$ cat src/rtl/receiver_readout_arbiter.sv
// Round-robin arbiter handing one pending receiver word at a time to a valid/ack consumer, then re-arming that receiver's BMC decoder.
// out_valid two edges after a request is seen in IDLE; a stalled ack holds out_* and every other request indefinitely.
module receiver_readout_arbiter #(
  parameter int                  NUM_RECEIVERS = 4,
  parameter int                  DATA_WIDTH    = 17,
  parameter int                  TS_WIDTH      = 24,
  parameter logic [TS_WIDTH-1:0] MAX_AGE       = 24'd960000
) (
  input  logic                                clk_96MHz,
  input  logic                                reset,
  input  logic [TS_WIDTH-1:0]                 system_timestamp,
  input  logic [NUM_RECEIVERS-1:0]            data_availible,
  input  logic [NUM_RECEIVERS*DATA_WIDTH-1:0] decoded_data,
  input  logic [NUM_RECEIVERS*TS_WIDTH-1:0]   timestamp_last_data,
  input  logic                                out_ack,
  output logic                                out_valid,
  output logic [DATA_WIDTH-1:0]               out_data,
  output logic [TS_WIDTH-1:0]                 out_timestamp,
  output logic [2:0]                          out_channel,
  output logic [NUM_RECEIVERS-1:0]            reset_bmc_decoder,
  output logic [7:0]                          drop_count
);

  localparam int SEL_W = $clog2(NUM_RECEIVERS);

  typedef enum logic [1:0] {IDLE, GRANT, PRESENT, RELEASE} state_t;

  state_t                   state, state_nxt;
  logic [SEL_W-1:0]         sel, sel_nxt;
  logic [SEL_W-1:0]         rr_ptr, rr_ptr_nxt;
  logic                     holdoff;
  logic                     out_valid_nxt;
  logic [DATA_WIDTH-1:0]    out_data_nxt;
  logic [TS_WIDTH-1:0]      out_timestamp_nxt;
  logic [2:0]               out_channel_nxt;
  logic [NUM_RECEIVERS-1:0] reset_bmc_decoder_nxt;
  logic [7:0]               drop_count_nxt;

  logic [DATA_WIDTH-1:0]    word_arr [NUM_RECEIVERS];
  logic [TS_WIDTH-1:0]      ts_arr   [NUM_RECEIVERS];
  logic [TS_WIDTH-1:0]      age;
  logic [SEL_W-1:0]         pick;
  logic                     pick_vld;

  function automatic logic [SEL_W-1:0] rr_index(input logic [SEL_W-1:0] base, input int off);
    int t;
    t = int'(base) + off;
    if (t >= NUM_RECEIVERS) t = t - NUM_RECEIVERS;
    return SEL_W'(t);
  endfunction

  for (genvar g = 0; g < NUM_RECEIVERS; g++) begin : g_unpack
    assign word_arr[g] = decoded_data[g*DATA_WIDTH +: DATA_WIDTH];
    assign ts_arr[g]   = timestamp_last_data[g*TS_WIDTH +: TS_WIDTH];
  end

  // Modulo subtraction keeps a word captured just before timestamp rollover young.
  assign age = system_timestamp - ts_arr[sel];

  // Scan from the highest offset down so the closest request to rr_ptr wins.
  always_comb begin
    pick     = '0;
    pick_vld = 1'b0;
    for (int i = NUM_RECEIVERS - 1; i >= 0; i--) begin
      if (data_availible[rr_index(rr_ptr, i)]) begin
        pick     = rr_index(rr_ptr, i);
        pick_vld = 1'b1;
      end
    end
  end

  always_comb begin
    state_nxt             = state;
    sel_nxt               = sel;
    rr_ptr_nxt            = rr_ptr;
    out_valid_nxt         = out_valid;
    out_data_nxt          = out_data;
    out_timestamp_nxt     = out_timestamp;
    out_channel_nxt       = out_channel;
    reset_bmc_decoder_nxt = '0;
    drop_count_nxt        = drop_count;
    case (state)
      IDLE: begin
        if (!holdoff && pick_vld) begin
          sel_nxt   = pick;
          state_nxt = GRANT;
        end
      end
      GRANT: begin
        if (!data_availible[sel]) begin
          state_nxt = IDLE;
        end else if (age > MAX_AGE) begin
          if (drop_count != 8'hFF) drop_count_nxt = drop_count + 8'd1;
          reset_bmc_decoder_nxt = NUM_RECEIVERS'(1) << sel;
          state_nxt             = RELEASE;
        end else begin
          out_data_nxt      = word_arr[sel];
          out_timestamp_nxt = ts_arr[sel];
          out_channel_nxt   = 3'(sel);
          out_valid_nxt     = 1'b1;
          state_nxt         = PRESENT;
        end
      end
      PRESENT: begin
        if (out_ack) begin
          out_valid_nxt         = 1'b0;
          reset_bmc_decoder_nxt = NUM_RECEIVERS'(1) << sel;
          state_nxt             = RELEASE;
        end
      end
      RELEASE: begin
        rr_ptr_nxt = rr_index(sel, 1);
        state_nxt  = IDLE;
      end
      default: state_nxt = IDLE;
    endcase
  end

  always_ff @(posedge clk_96MHz) begin
    if (!reset) begin
      state             <= IDLE;
      sel               <= '0;
      rr_ptr            <= '0;
      holdoff           <= 1'b0;
      out_valid         <= 1'b0;
      out_data          <= '0;
      out_timestamp     <= '0;
      out_channel       <= '0;
      reset_bmc_decoder <= '0;
      drop_count        <= '0;
    end else begin
      state             <= state_nxt;
      sel               <= sel_nxt;
      rr_ptr            <= rr_ptr_nxt;
      // Receiver needs the cycle after its re-arm pulse to drop its flag.
      holdoff           <= (state == RELEASE);
      out_valid         <= out_valid_nxt;
      out_data          <= out_data_nxt;
      out_timestamp     <= out_timestamp_nxt;
      out_channel       <= out_channel_nxt;
      reset_bmc_decoder <= reset_bmc_decoder_nxt;
      drop_count        <= drop_count_nxt;
    end
  end

endmodule

$ cat config.mk
export PLATFORM = sky130hd
export DESIGN_NAME = receiver_readout_arbiter
export DESIGN_NICKNAME = d
export VERILOG_FILES = /design/src/rtl/receiver_readout_arbiter.sv
export SDC_FILE = /design/constraint.sdc
export NUM_CORES = 1
export LEC_CHECK = 0
export BUFFER_PORTS_ARGS = -buffer_cell sky130_fd_sc_hd__buf_4
export CORE_MARGIN = 2
export CORE_UTILIZATION = 40
export CTS_CLUSTER_DIAMETER = 80
export DETAILED_ROUTE_END_ITERATION = 7
export GPL_TIMING_DRIVEN = 0
export PLACE_DENSITY = 0.78
export SLEW_MARGIN = 10
export SYNTH_ARGS = -nofsm -noshare
export SYNTH_HDL_FRONTEND = slang
export SYNTH_SLANG_ARGS = --single-unit
$ cat constraint.sdc
create_clock -name clk_96MHz -period 4.5 [get_ports clk_96MHz]
set_input_delay 1.35 -clock clk_96MHz [delete_from_list [all_inputs] [get_ports clk_96MHz]]
set_output_delay 1.35 -clock clk_96MHz [all_outputs]
set_load 0.005 [all_outputs]
; Word-level counts from Yosys, hierarchy flattened
; Cells that the tools add are included.
[word_totals]
latch_bits = 0
out_inout_bits = 57
ram_bits = 0
romBits = 0
mem_count = 0
regBits = 63
inputBits = 195
[op_classes]
eq_ne = 8
n_mux = 42
n_addsub = 11
div = 0
bitwise_logic = 2
shifts = 1
mul = 0
magnitude_cmp = 12
reduce_logical = 9
[ops]
columns = op, n
row1 = 24-bit binary-select mux with 2-bit select, 1
row2 = 24-bit two-way mux, 2
row3 = 17-bit binary-select mux with 2-bit select, 1
row4 = 17-bit two-way mux, 2
row5 = 24-bit by 20-bit greater-than comparator with 1-bit output (second input constant), 1
row6 = 2-bit two-way mux, 12
row7 = 24-bit subtractor, 1
row8 = 3-bit >= comparator (second input constant), 5
row9 = 2-bit by 3-bit less-than comparator with 1-bit output (second input constant), 5
row10 = 1-bit two-way mux, 13
row11 = 4-bit two-way mux, 3
row12 = 1-bit binary-select mux with 2-bit select, 5
row13 = 2-bit by 1-bit subtractor with 2-bit output (second input constant), 5
row14 = 8-bit by 1-bit adder with 8-bit output (second input constant), 1
row15 = 2-bit inequality test (second input constant), 4
row16 = 8-bit inequality test (second input constant), 1
row17 = 2-bit one-hot mux with 4 select lines, 1
row18 = 4-bit one-hot mux with 2 select lines, 1
row19 = 4-bit AND reduction, 2
row20 = 2-bit by 1-bit adder with 3-bit output (second input constant), 2
row21 = 2-bit by 2-bit adder with 3-bit output (second input constant), 2
row22 = 2-bit == test (second input constant), 2
row23 = 2-bit AND reduction, 2
row24 = 1-bit by 2-bit << shifter with 4-bit output (first input constant), 1
row25 = 10 further kinds, 10

; Depth between registers and ports, before layout
[depth]
word_depth = 12
mapped_depth = 18
mapped_depth_nobuf = 13

; Worst setup path after synthesis
; Ideal clock, no wire load.
[synth_path]
path_type = input to register
from = input timestamp_last_data[72]
to = register out_timestamp[17]
path_slack_ps = -132
n_path_buf = 2
t_arrival_ps = 4505
t_required_ps = 4372
cell_stages = 15
setup_ps = 128
cell_sequence = mux4_2 -> ha_1 -> fa_1 -> xnor2_1 -> a311o_1 -> a2111oi_2 -> o21ai_1 -> o41ai_2 -> o22ai_1 -> o211ai_2 -> o211ai_2 -> buf_4 -> buf_6 -> mux2i_1 -> nor2_1
[synth_between]
elab_chain_len = 7
[synth_lines]
columns = element, line_no
row1 = from (decl), 14  ; input logic [NUM_RECEIVERS*TS_WIDTH-1:0] timestamp_last_data,
row2 = 24-bit binary-select mux with 2-bit select, 58  ; assign age = system_timestamp - ts_arr[sel];
row3 = 24-bit two-way mux (implied by the code) (2 in a row), 58
row4 = 24-bit subtractor, 58
row5 = 24-bit by 20-bit greater-than comparator with 1-bit output, 92  ; end else if (age > MAX_AGE) begin
row6 = 1-bit inverter (no line), --
row7 = 3-bit AND reduction (no line), --
row8 = to (signal assigned), 139  ; out_timestamp <= out_timestamp_nxt;
row9 = to (decl), 18  ; output logic [TS_WIDTH-1:0] out_timestamp,
; No other way between the ends. The select of a mux whose other input is x is not followed.
; A chain may end at the register's enable or synchronous reset.

; Worst setup path in the final report
[layout_path]
from = input timestamp_last_data[72]
to = register drop_count[0]
[layout_between]
elab_chain_len = 6
[layout_lines]
columns = element, line_no
row1 = 24-bit binary-select mux with 2-bit select, 58
row2 = 24-bit two-way mux (implied by the code) (2 in a row), 58
row3 = 24-bit subtractor, 58
row4 = 24-bit by 20-bit greater-than comparator with 1-bit output, 92
row5 = 4-bit AND reduction (no line), --
row6 = to (signal assigned), 142  ; drop_count <= drop_count_nxt;
row7 = to (decl), 21  ; output logic [7:0] drop_count
; No other way between the ends. The select of a mux whose other input is x is not followed.

==> flow_summary.json <==
{
  "synthTopCellsByCount": "dfxtp_1 (63), nor2_1 (61), mux2i_1 (55)",
  "p_sw_uw": 814.2,
  "syn_area_mm2": 0.005250,
  "power_frac_comb": 0.457,
  "path_cells": "buf_6 -> mux4_2 -> ha_4 -> fa_2 -> buf_4 -> nor2b_4 -> o2111ai_4 -> a21oi_4 -> nor3_2 -> mux2i_2 -> nor4_4 -> o211ai_2 -> buf_4 -> o21a_4 -> or3_4 -> a21oi_2",
  "vias_per_cell": 5.555,
  "final_net_count": 1062,
  "remaining_drc_errors": 0,
  "yosysWarningCount": 0,
  "holdCritPathClass": "reg2reg",
  "synth_nets": 787,
  "finalCriticalPeriod_ps": 4654,
  "via_count": 5611,
  "design.core.area_mm2": 0.01272,
  "reg2reg_slack_ps": 70,
  "routedWlPerCell_um": 18.24,
  "rsz0062_at_grt": "true",
  "power_leakage_nw": 3.873,
  "die_height_um": 118.6,
  "antenna_found_initial": 0,
  "regArea_mm2": 0.001261,
  "status": "finished, violations left",
  "synth_top_area_share": 0.2402,
  "cts_tree": "built",
  "powerDensity_mw_per_mm2": 282.7,
  "ys_seq_elements": 63,
  "cp-end-kind": "flop",
  "cts_made_buffers": 9,
  "multi_input_area_mm2": 0.003989,
  "ys_seq_area_frac": 0.2402,
  "max-slew-margin-rel": 0.4965,
  "grt_use_total": 0.2528,
  "synth_ff_type": "dfxtp_1",
  "post-route-util": 0.6408,
  "total_power_mw": 2.304,
  "worst_hold_slack_ps": 485.3,
  "synth_edf_count": 0,
  "yosysTopAreaCell": "dfxtp_1",
  "hold_violations": 0,
  "hold_path_depth": 2,
  "n_fill_cell": 1089,
  "required_ps": 4760,
  "grt_start_max_net_pins": 12,
  "grt_overflow_total": 0,
  "dp_hpwl_um": 14310,
  "critPathMaxStageDelay_ps": 520,
  "max_freq_mhz": 214.9,
  "synth_most_common_cell": "dfxtp_1",
  "cp-start-kind": "input pin",
  "grt_pass1_vias": 5474,
  "htree_levels": 3,
  "cp_common_cell": "buf_4",
  "ioPinCount": 252,
  "port_buffers": 250,
  "finalSetupViolCount": 54,
  "hold_end": "drop_count[4]$_SDFFE_PN0P_",
  "worst_slack_ps": -153.8,
  "syn_area_per_cell_um2": 9.409,
  "worstReg2RegStart": "sel[0]$_SDFFE_PN0P_",
  "crit_type": "in2reg",
  "first_pass_iters": 4,
  "postSynth.asyncResetShare": 0,
  "diodes": 0,
  "ctsHoldBuffers": 0,
  "die_x_um": 118.6,
  "tightest_slew_ps": 755.3,
  "swShare": 0.3533,
  "fin_crit_sh": 1.034,
  "die_area_mm2": 0.01406,
  "min_from": "drop_count[4]$_SDFFE_PN0P_",
  "gp_congestion": 0.8930,
  "violations": "negative setup slack",
  "area_delta_synth_final_pct": 55.29,
  "clockRootBuffer": "clkbuf_16",
  "clk_pin_slew_ps": 60,
  "drt-total-wl_um": 18420,
  "syn_inst": 558,
  "p_seq_frac": 0.258,
  "worst-r2r-cell-count": 16,
  "cp_max_fo": 6,
  "worst-endpoint-arrival_ps": 4910,
  "cts_max_path_buffers": 2,
  "cts_sinks": 63,
  "ir_drop_v": 0.0002014,
  "final.setup_skew_ps": 4.763,
  "clk_latency_ps": 330,
  "cap_violations": 0,
  "clkPwrFrac": 0.286,
  "grt_pass1_wl_um": 28300,
  "r2r_end": "out_data[12]$_SDFFE_PN0P_",
  "critPathSlowestCell": "mux4_2",
  "slew_viol_final": 0,
  "ant_nets": 0,
  "internal_power_mw": 1.490,
  "synth.area.top_cells": "dfxtp_1 (24%), mux4_2 (18%), mux2i_1 (10%)",
  "drive_gt1_frac": 0.4797,
  "drt_iter0_drc": 337,
  "rows": 41,
  "start_util": 0.4127,
  "ys_types": 68
}
-- per-layer routing --
layer / wire length, um / vias to the layer above / GRT usage
li1: - / 2635 / -
met1: 7242 / 2709 / 0.3159
met2: 9596 / 243 / 0.4407
met3: 1311 / 24 / 0.05743
met4: 274 / 0 / 0.05952
met5: 0 / - / 0
-- power by group through the flow --
stage / combinational (mW) / sequential [mW] / clock [mW]
2_1_floorplan: 0.582 / 0.603 / 0
3_3_place_gp: 0.872 / 0.604 / 0
3_5_place_dp: 0.880 / 0.605 / 0
4_1_cts: 0.972 / 0.593 / 0.671
5_1_grt: 1.14 / 0.596 / 0.695
6_report: 1.05 / 0.594 / 0.658
-- flip-flops by register name, summed over array words and instances, names as in the netlist, 2 cells and up, named ones only --
signal	flops
out_timestamp	24
out_data	17
drop_count	8
reset_bmc_decoder	4
out_channel	2
rr_ptr	2
sel	2
-- area by class of cell --
type / instances / share of cell area
Timing Repair Buffer: 266 / 0.2498
Buffer: 27 / 0.02517
Tap cell: 172 / 0.02640
Sequential cell: 63 / 0.1547
Clock buffer: 11 / 0.02977
Inverter: 45 / 0.02072
Clock inverter: 5 / 0.004144
Multi-Input combinational cell: 421 / 0.4893
-- cells by family (layout without fill, tap and decap cells) --
| kind of cell | after synthesis | in the layout | share of synthesized area |
|---|---|---|---|
| AND/OR/NAND/NOR | 163 | 163 | 0.1547 |
| AO/OA/AOI/OAI | 115 | 115 | 0.1561 |
| multiplexers | 97 | 97 | 0.2850 |
| buffers and inverters | 74 | 354 | 0.06244 |
| flip-flops | 63 | 63 | 0.2402 |
| adder cells (fa/ha/maj) | 34 | 34 | 0.08246 |
| XOR/XNOR | 11 | 11 | 0.01835 |
| other | 1 | 1 | 0.0007143 |
-- what timing repair did --
action                     in CTS  in global routing
setup endpoints to repair      57                 57
pin swaps                      21                 21
resized for setup              56                 34
buffers inserted                9                  6
gates cloned                    0                  1
-- through the flow --
stage	area, um2	setup slack (ps)	cells	setup TNS, ps
after global placement	7376	-987.2	980	-52340
after CTS	7934	-148.7	1005	-6094
after floorplan	5284	-4.330	558	-172.8
after detailed placement	7376	-981.0	980	-50840
final	8153	-153.8	1010	-4267
after global routing	8153	-234.4	1010	-10280
-- critical path, delay by kind of cell --
family | cells | cell delay (ps)
and+or+nand+nor | 4 | 930
muxes | 2 | 690
buffers and inverters | 3 | 430
AOI/OAI and AO/OA | 5 | 940
adders and majority gates | 2 | 560
-- placed cells by master (no fill, tap or decap), types with 5 or more instances in the layout --
cell and instances:
buf_4 264, dfxtp_1 63, nor2_1 61, mux2i_1 53, mux4_2 42, inv_1 40, nand2_1 32, ha_1 25
a21oi_1 17, o21ai_0 14, clkbuf_1 11, clkbuf_16 10, buf_6 8, and2_1 8, nand4_1 7, a21oi_2 7
o21ai_1 7, a21o_1 6, and3_1 6, o21a_1 6, xor2_1 6, nor3_1 6, nand3_1 6, nor3b_1 6
inv_2 5, a31oi_1 5, nand2b_1 5, ha_4 5
-- how the worst max path moves through the flow --
stage                            start                              to  slack [ps]  cells past startpoint
5_1_grt        timestamp_last_data[72]        out_data[2]$_SDFFE_PN0P_        -230                     17
3_3_place_gp       sel[0]$_SDFFE_PN0P_  out_timestamp[23]$_SDFFE_PN0P_        -990                     17
2_1_floorplan  timestamp_last_data[72]  out_timestamp[17]$_SDFFE_PN0P_          -4                     15
4_1_cts        timestamp_last_data[72]  out_timestamp[23]$_SDFFE_PN0P_        -150                     16
3_5_place_dp       sel[0]$_SDFFE_PN0P_  out_timestamp[23]$_SDFFE_PN0P_        -980                     17
6_report       timestamp_last_data[72]      drop_count[0]$_SDFFE_PN0P_        -150                     16
(Power assumes the default switching activity.)
